**src/rtl/sonic_arb_pkg.sv**
```systemverilog
// Shared types for the sonic_enc_arbiter front end: block/key widths,
// the {valid, id} tag carried alongside the encrypt core, and the request bundle.
package sonic_arb_pkg;

  localparam int BLK_W = 128;
  localparam int KEY_W = 256;

  typedef struct packed {
    logic vld;
    logic id;
  } tag_t;

  typedef struct packed {
    logic [BLK_W-1:0] data;
    logic [KEY_W-1:0] key;
  } req_t;

endpackage

```
**src/rtl/sonic_resp_fifo.sv**
```systemverilog
// Per-requester response FIFO, first-word-fall-through. Output data reads 0
// while empty. Push and pop in the same cycle are both honoured; the
// arbiter's credits ensure a push never lands on a full FIFO without a pop.
module sonic_resp_fifo #(
  parameter int DEPTH = 4,
  parameter int W     = 128
) (
  input  logic         clk,
  input  logic         reset,
  input  logic         push,
  input  logic [W-1:0] push_data,
  input  logic         rd_ready,
  output logic         rd_valid,
  output logic [W-1:0] rd_data
);

  localparam int AW = $clog2(DEPTH);
  localparam int PW = AW + 1;

  logic [W-1:0]  mem [DEPTH];
  logic [PW-1:0] wr_q, wr_d, rd_q, rd_d;
  logic          pop;

  assign rd_valid = (wr_q != rd_q);
  assign pop      = rd_valid & rd_ready;
  assign rd_data  = rd_valid ? mem[rd_q[AW-1:0]] : '0;

  // Pointer advance; the extra MSB separates full from empty.
  always_comb begin
    wr_d = wr_q + PW'(push);
    rd_d = rd_q + PW'(pop);
  end

  // Pointer registers.
  always_ff @(posedge clk) begin
    if (reset) begin
      wr_q <= '0;
      rd_q <= '0;
    end else begin
      wr_q <= wr_d;
      rd_q <= rd_d;
    end
  end

  // Storage; contents are don't-care until written.
  always_ff @(posedge clk) begin
    if (push) mem[wr_q[AW-1:0]] <= push_data;
  end

endmodule

```
**src/rtl/sonic_enc_arbiter.sv**
```systemverilog
// Two-requester round-robin front end for the sonic_encrypt_128x256 core.
// Grants one request per cycle, drives the core input registers, tracks
// each in-flight block with a tag line and buffers results per requester.
// Optional SONIC_ARB_STATS_EN adds completed-response counters.
module sonic_enc_arbiter
  import sonic_arb_pkg::*;
#(
  parameter int DEPTH    = 4,
  parameter int CORE_LAT = 2
) (
  input  logic             clk,
  input  logic             reset,
  input  logic             req0_valid,
  output logic             req0_ready,
  input  logic [BLK_W-1:0] req0_data,
  input  logic [KEY_W-1:0] req0_key,
  input  logic             req1_valid,
  output logic             req1_ready,
  input  logic [BLK_W-1:0] req1_data,
  input  logic [KEY_W-1:0] req1_key,
  output logic             resp0_valid,
  input  logic             resp0_ready,
  output logic [BLK_W-1:0] resp0_data,
  output logic             resp1_valid,
  input  logic             resp1_ready,
  output logic [BLK_W-1:0] resp1_data,
  output logic [BLK_W-1:0] core_in,
  output logic [KEY_W-1:0] core_key,
  output logic             core_valid,
  input  logic [BLK_W-1:0] core_out,
  input  logic             core_out_valid
`ifdef SONIC_ARB_STATS_EN
  ,
  output logic [31:0]      stat0_count,
  output logic [31:0]      stat1_count
`endif
);

  localparam int CW = $clog2(DEPTH + 1);

  req_t [1:0]             req;
  logic [1:0]             req_valid, elig, gnt, pop, push, resp_valid, resp_ready;
  logic [1:0][BLK_W-1:0]  resp_data;
  logic                   gnt_id;
  logic [1:0][CW-1:0]     credit_q, credit_d;
  logic                   ptr_q, ptr_d;
  logic [BLK_W-1:0]       core_in_q, core_in_d;
  logic [KEY_W-1:0]       core_key_q, core_key_d;
  logic                   core_valid_q, core_valid_d;
  tag_t [CORE_LAT:0]      tag_q, tag_d;
  tag_t                   head;

  assign req[0]     = '{data: req0_data, key: req0_key};
  assign req[1]     = '{data: req1_data, key: req1_key};
  assign req_valid  = {req1_valid, req0_valid};
  assign resp_ready = {resp1_ready, resp0_ready};
  assign pop        = resp_valid & resp_ready;
  assign gnt_id     = gnt[1];
  assign head       = tag_q[CORE_LAT];

  assign req0_ready  = gnt[0];
  assign req1_ready  = gnt[1];
  assign resp0_valid = resp_valid[0];
  assign resp1_valid = resp_valid[1];
  assign resp0_data  = resp_data[0];
  assign resp1_data  = resp_data[1];
  assign core_in     = core_in_q;
  assign core_key    = core_key_q;
  assign core_valid  = core_valid_q;

  // Round-robin grant; the pointer always moves to the requester not granted.
  always_comb begin
    elig  = '0;
    gnt   = '0;
    ptr_d = ptr_q;
    for (int i = 0; i < 2; i++)
      elig[i] = req_valid[i] && (credit_q[i] != '0) && !reset;
    if (elig == 2'b11) begin
      gnt[ptr_q] = 1'b1;
      ptr_d      = ~ptr_q;
    end else if (elig[0]) begin
      gnt   = 2'b01;
      ptr_d = 1'b1;
    end else if (elig[1]) begin
      gnt   = 2'b10;
      ptr_d = 1'b0;
    end
  end

  // Credits: a grant spends one, a pop returns one, both together cancel.
  always_comb begin
    credit_d = credit_q;
    for (int i = 0; i < 2; i++) begin
      if (gnt[i] && !pop[i])      credit_d[i] = credit_q[i] - CW'(1);
      else if (!gnt[i] && pop[i]) credit_d[i] = credit_q[i] + CW'(1);
    end
  end

  // Core input registers load on grant and hold otherwise; tag line shifts
  // every cycle with stage 0 aligned to core_valid.
  always_comb begin
    core_in_d    = core_in_q;
    core_key_d   = core_key_q;
    core_valid_d = |gnt;
    if (|gnt) begin
      core_in_d  = req[gnt_id].data;
      core_key_d = req[gnt_id].key;
    end
    tag_d    = tag_q;
    tag_d[0] = '{vld: |gnt, id: gnt_id};
    for (int k = 1; k <= CORE_LAT; k++) tag_d[k] = tag_q[k-1];
  end

  // State registers.
  always_ff @(posedge clk) begin
    if (reset) begin
      credit_q     <= {2{CW'(DEPTH)}};
      ptr_q        <= 1'b0;
      core_in_q    <= '0;
      core_key_q   <= '0;
      core_valid_q <= 1'b0;
      tag_q        <= '0;
    end else begin
      credit_q     <= credit_d;
      ptr_q        <= ptr_d;
      core_in_q    <= core_in_d;
      core_key_q   <= core_key_d;
      core_valid_q <= core_valid_d;
      tag_q        <= tag_d;
    end
  end

  // Route each core result to the FIFO named by the tag head.
  assign push[0] = core_out_valid & head.vld & ~head.id;
  assign push[1] = core_out_valid & head.vld &  head.id;

  for (genvar i = 0; i < 2; i++) begin : g_fifo
    sonic_resp_fifo #(.DEPTH(DEPTH), .W(BLK_W)) u_fifo (
      .clk       (clk),
      .reset     (reset),
      .push      (push[i]),
      .push_data (core_out),
      .rd_ready  (resp_ready[i]),
      .rd_valid  (resp_valid[i]),
      .rd_data   (resp_data[i])
    );
  end

`ifdef SONIC_ARB_STATS_EN
  logic [1:0][31:0] stat_q, stat_d;

  // Completed-response counters, wrapping at 2^32.
  always_comb begin
    stat_d = stat_q;
    for (int i = 0; i < 2; i++) stat_d[i] = stat_q[i] + 32'(pop[i]);
  end

  // Counter registers.
  always_ff @(posedge clk) begin
    if (reset) stat_q <= '0;
    else       stat_q <= stat_d;
  end

  assign stat0_count = stat_q[0];
  assign stat1_count = stat_q[1];
`endif

`ifndef SYNTHESIS
  a_no_orphan_result: assert property (@(posedge clk) disable iff (reset)
    core_out_valid |-> head.vld);
  a_no_lost_result: assert property (@(posedge clk) disable iff (reset)
    head.vld |-> core_out_valid);
`endif

endmodule

```
**config.mk**
```make
export PLATFORM = sky130hd
export DESIGN_NAME = sonic_enc_arbiter
export DESIGN_NICKNAME = d
export VERILOG_FILES = /design/src/rtl/sonic_arb_pkg.sv /design/src/rtl/sonic_resp_fifo.sv /design/src/rtl/sonic_enc_arbiter.sv
export SDC_FILE = /design/constraint.sdc
export NUM_CORES = 2
export LEC_CHECK = 0
export CAP_MARGIN = 5
export CORE_AREA = 3 3 603 605
export CTS_CLUSTER_DIAMETER = 40
export CTS_CLUSTER_SIZE = 12
export DETAILED_ROUTE_END_ITERATION = 7
export DIE_AREA = 0 0 606 608
export GPL_TIMING_DRIVEN = 0
export PLACE_DENSITY = 0.45
export SYNTH_ARGS = -nofsm -noshare
export SYNTH_HDL_FRONTEND = slang
export SYNTH_SLANG_ARGS = --single-unit
export TNS_END_PERCENT = 100
```
**constraint.sdc**
```tcl
create_clock -name clk -period 23.5 [get_ports clk]
set_clock_uncertainty 0.05 [all_clocks]
set_input_delay 4.7 -clock clk [delete_from_list [all_inputs] [get_ports clk]]
set_output_delay 4.7 -clock clk [all_outputs]
set_load 0.01 [all_outputs]
```
# Yosys cells after proc, flatten, opt, wreduce, memory -nomap -nowiden
# Memories as Yosys holds them, arrays and structs flattened. A register that Yosys moved wholly into a read port is not among the register bits.
# Cells that the tools add are included.
totals:
  register_bits: 409
  latchBits: 0
  mem_bits_rw: 1024
  mem_bits_ro: 0
  out_inout_bits: 645
  memories: 2
memory_table:
  columns: ["name", "depth", "word_bits", "read_ports", "rd_ports_with_merged_regs", "wr", "line_no", "rtl"]
  rows:
  - ["g_fifo[0].u_fifo.mem", 4, 128, 1, 1, 1, "sonic_resp_fifo.sv:20", "logic [W-1:0] mem [DEPTH];"]
  - ["g_fifo[1].u_fifo.mem", 4, 128, 1, 1, 1, "sonic_resp_fifo.sv:20", null]
op_classes:
  addsub: 8
  multipliers: 0
  div: 0
  order_cmp: 3
  n_eq_ne: 3
  shift: 0
  mux: 22
  n_bitwise: 8
  reduce_logical: 20
ops:
  columns: ["cell", "n"]
  rows:
  - ["384-bit two-way mux", 2]
  - ["128-bit two-way mux", 2]
  - ["3-bit by 1-bit adder with 3-bit output", 4]
  - ["3-bit two-way mux", 4]
  - ["2-bit two-way mux", 5]
  - ["1-bit logical AND", 9]
  - ["3-bit nonzero test", 3]
  - ["1-bit two-way mux", 8]
  - ["3-bit by 1-bit adder with 3-bit output, second input constant", 2]
  - ["3-bit inequality test", 2]
  - ["3-bit by 1-bit subtractor with 3-bit output, second input constant", 2]
  - ["1-bit AND", 5]
  - ["1-bit zero test", 5]
  - ["1-bit by 2-bit < comparator with 1-bit output, second input constant", 2]
  - ["2-bit nonzero test", 2]
  - ["2-bit AND", 1]
  - ["2-bit == test, second input constant", 1]
  - ["1-bit inverter", 2]
  - ["2-bit OR reduction", 1]
  - ["1-bit demux with 1-bit select", 1]
  - ["1-bit >= comparator, second input constant", 1]

# Depth between registers and ports, before layout
depth:
  depth_word: 10
  depth_mapped: 11
  depth_no_buf: 9

# Modules after synthesis
# A second synthesis with hierarchy kept.
hier_totals:
  cells_unflattened: 3930
  area_unflattened_um2: 57083.5
modules_own_cells:
  columns: ["mod", "n_inst", "cells_each", "area_each_um2", "seq_area_each_um2"]
  rows:
  - ["sonic_resp_fifo", 2, 867, 20104.3, 15494.9]
  - ["sonic_enc_arbiter", 1, 2196, 16874.9, 7947.6]

# Worst setup path after synthesis
# No wires, ideal clock.
synth_timing:
  path_kind: "input -> register"
  start: "in core_out_valid"
  end: "mem g_fifo[0].u_fifo.mem[2][0], enable pin"
  setup_ns: 0.798
  t_arrival_ns: 14.306
  t_required_ns: 22.652
  path_slack_ns: 8.346
  stages: 3
  cell_sequence: "nand2_1 or2_2 nor3b_1"
synth_via:
  elab_chain_cells: 4
synth_lines:
  columns: ["element", "line_no", "rtl"]
  rows:
  - ["start, declared", "sonic_enc_arbiter.sv:31", "input logic core_out_valid"]
  - ["1-bit AND (2 in a row)", "sonic_enc_arbiter.sv:134", "assign push[0] = core_out_valid & head.vld & ~head.id;"]
  - ["1-bit two-way mux", "sonic_resp_fifo.sv:47", "if (push) mem[wr_q[AW-1:0]] <= push_data;"]
  - ["1-bit two-way mux (not written as such)", "sonic_resp_fifo.sv:47", null]
  - ["end, declared", "sonic_resp_fifo.sv:20", null]
# Every way passes these cells.

# Worst setup path in the final report
layout_timing:
  start: "in reset"
  end: "out req1_ready"
layout_via:
  elab_chain_cells: 5
  word_cells_on_any_way: 7
layout_lines:
  columns: ["element", "line_no", "rtl"]
  rows:
  - ["start, declared", "sonic_enc_arbiter.sv:12", "input logic reset,"]
  - ["1-bit zero test *", "sonic_enc_arbiter.sv:77", "elig[i] = req_valid[i] && (credit_q[i] != '0) && !reset;"]
  - ["1-bit logical AND", "sonic_enc_arbiter.sv:77", null]
  - ["2-bit two-way mux", "sonic_enc_arbiter.sv:84", "end else if (elig[1]) begin"]
  - ["2-bit two-way mux", "sonic_enc_arbiter.sv:81", "end else if (elig[0]) begin"]
  - ["2-bit two-way mux *", "sonic_enc_arbiter.sv:78", "if (elig == 2'b11) begin"]
  - ["end, declared", "sonic_enc_arbiter.sv:18", "output logic req1_ready,"]
# Every way passes the cells marked *; elsewhere a longest branch is shown, timed or not.

==> impl_metrics.yaml <==
synthesis:
  ys_ff_latch: 1433
  synth_cell_type_count: 42
  syn_inst: 3881
  ys_warn_count: 0
  syn_nets: 4795
  synthArstFlopShare_pct: 0
  synthFlopType: "edfxtp_1"
  ys_seq_area_share_pct: 69.97
  syn_area_um2: 55650
  avgSynthCellArea_um2: 14.34
  synth_edf_count: 1024
clock_network:
  cts-hold-fix-buffers: 0
  clk_pin_slew_worst_paths_ns: 0.04
  cts_root_buf: "clkbuf_16"
  clk_latency_ns: 0.88
  cts_made_buffers: 280
  cts_tree: "yes"
  htree_levels: 5
  cts-resized-gates: 0
  clk_path_buf_depth: 4
  clock_sinks: 1433
  post_cts_buffers: 0
routing:
  drc_errors: 0
  routedWlPerCell_um: 31.62
  antenna_left: 0
  wirelength_mm: 345.8
  dr.pass1.iters: 6
  drt_iter0_drc: 3271
  routed_via_density: 3.994
  vias: 43680
timing:
  fin_crit_sh_pct: 52.64
  report.final.hold_viol_count: 0
  min_period_ns: 12.37
  finalSetupViolations: 0
  tns_ns: 0
  layout_setup_ws_ns: 11.13
  rsz0062_at_grt: "no"
  tightestPinTransition_ns: 1.122
  slew_headroom_pct: 25.17
  drv_slew: 0
  max_freq_mhz: 80.85
floorplanning:
  die_w_um: 606
  fp.dieH_um: 608
  core_um2: 358700
  io_pins: 1548
  die-area_um2: 368400
  std_cell_rows: 220
  start_util_pct: 15.52
placement:
  dp_slack_ns: 10.74
  place.gp.congestion: 0.9634
  placed_cell_area_um2: 78470
  io_buffers: 1547
  dp_hpwl_mm: 282.8
global_routing:
  grt_remaining_overflow: 0
  grt.total_usage_pct: 18.01
  grt_pass1_wl_mm: 441.8
  grt_max_degree: 46
  antenna_found_initial: 186
  grt_pass1_vias: 44730
power:
  p_leak_nw: 29.76
  power.internal_mw: 5.868
  pwr-share-comb_pct: 12.5
  power.density_nw_per_um2: 90.18
  pwr-share-clk_pct: 50.7
  ir_drop_mv: 0.05756
  seqPwrFrac_pct: 36.8
  p_sw_mw: 2.101
  power.share.switching_pct: 26.37
setup_path:
  crit_slowest_cell: "o21ai_4"
  critPathRequiredTime_ns: 18.75
  cp.arrival_ns: 7.62
  end_kind: "output port"
  worstPathMaxFanout: 10
  start_kind: "input port"
  max_stage_delay_ns: 0.64
  path_class: "input port to output port"
  crit_chain: "clkdlybuf4s50_1 -> inv_2 -> nand3b_2 -> o21ai_4 -> inv_2 -> clkbuf_1 -> clkdlybuf4s50_1"
finish:
  drive_above_1_share_pct: 16.15
  area_growth_pct: 58.78
  nNetsFinal: 6716
  mostFrequentLayoutCells: "clkdlybuf4s50_1, edfxtp_1, nand2_1"
  final_common_cell: "clkdlybuf4s50_1"
  fin_area_um2: 88370
min_path:
  min_path_type: "register to register"
outcome:
  status: "complete, no violations"
job:
  cap_violations: 0
-- stage by stage --
stage | hold slack, ns | power (mW) | utilization, % | std cells
after floorplan | 0.3638 | 3.235 | - | 3881
after global placement | 0.3974 | 3.981 | 21.50 | 10200
after detailed placement | 0.3926 | 3.985 | 21.88 | 10290
after CTS | 0.4118 | 8.080 | 24.54 | 10800
after global routing | 0.4186 | 8.234 | 24.62 | 10910
final | 0.4099 | 7.969 | 24.64 | 10940
-- worst max-delay path, delay by kind of cell --
family / cells / cell delay [ns]
compound gates: 1 / 0.64
buf+inv: 5 / 2.11
simple gates: 1 / 0.14
-- area by class of cell --
cell class	instances	area, µm²
fillers	37730	270300
well taps	4773	5972
diodes	140	350.3
repair buffers	1639	16790
clock buffers	333	7458
plain buffers	300	1418
multi-input cells	2140	15320
flip-flops and latches	1433	38940
inverters	8	30.03
clock inverters	170	2091
-- metal layers --
metal | track usage (%) | up-vias | share of wire, % | wire length (µm)
met5 | 0 | - | 0.091 | 313
met3 | 6.218 | 652 | 8.5 | 29500
li1 | - | 18740 | - | -
met2 | 31.58 | 1911 | 51 | 175200
met1 | 18.57 | 22330 | 35 | 120500
met4 | 10.29 | 48 | 5.8 | 20190
-- power by group through the flow --
stage,Clock (mW),Combinational (mW),Sequential [mW]
3_3_place_gp,0,0.999,2.98
4_1_cts,4.14,1.01,2.93
5_1_grt,4.24,1.05,2.94
3_5_place_dp,0,1.00,2.98
6_report,4.04,0.995,2.93
2_1_floorplan,0,0.257,2.98
-- worst paths after layout --
check | to | cells past startpoint | slack [ns] | from
worst max-delay path | req1_ready | 7 | 11.13 | reset
worst min-delay path | head[0]$_SDFF_PP0_ | 1 | 0.41 | tag_d[4]$_SDFF_PP0_
worst max register to register | credit_q[1]$_SDFFE_PP0P_ | 10 | 20.07 | g_fifo[0].u_fifo.rd_q[0]$_SDFF_PP0_
worst min register to register | head[0]$_SDFF_PP0_ | 1 | 0.41 | tag_d[4]$_SDFF_PP0_
-- cell usage after synthesis, drive strengths merged, types with 7 or more instances --
master / count / area share [%]
nor2: 11 / 0.074
edfxtp: 1024 / 55
a31oi: 384 / 4.3
dfxtp: 409 / 15
inv: 8 / 0.054
and2: 128 / 1.4
nor2b: 135 / 1.5
nor3: 7 / 0.081
xor2: 7 / 0.11
ha: 9 / 0.20
clkbuf: 131 / 0.88
a21oi: 386 / 3.5
nand2: 775 / 5.2
mux4: 256 / 10
buf: 169 / 1.7
-- logic make-up after synthesis --
family | synth area share, %
AO/OA/AOI/OAI | 7.970
XOR/XNOR | 0.1889
adder cells (fa/ha/maj) | 0.2743
buffers and inverters | 2.588
flip-flops | 69.97
multiplexers | 10.38
AND/OR/NAND/NOR | 8.636
-- state kept, by name, indices dropped and copies added (netlist names) --
signal,flops
core_in,128
core_key,256
credit_q,6
g_fifo.u_fifo.mem,1024
g_fifo.u_fifo.rd_q,6
g_fifo.u_fifo.wr_q,6
head,2
ptr_q,1
tag_d,4
No activity file was read; power rests on OpenSTA's default activity.
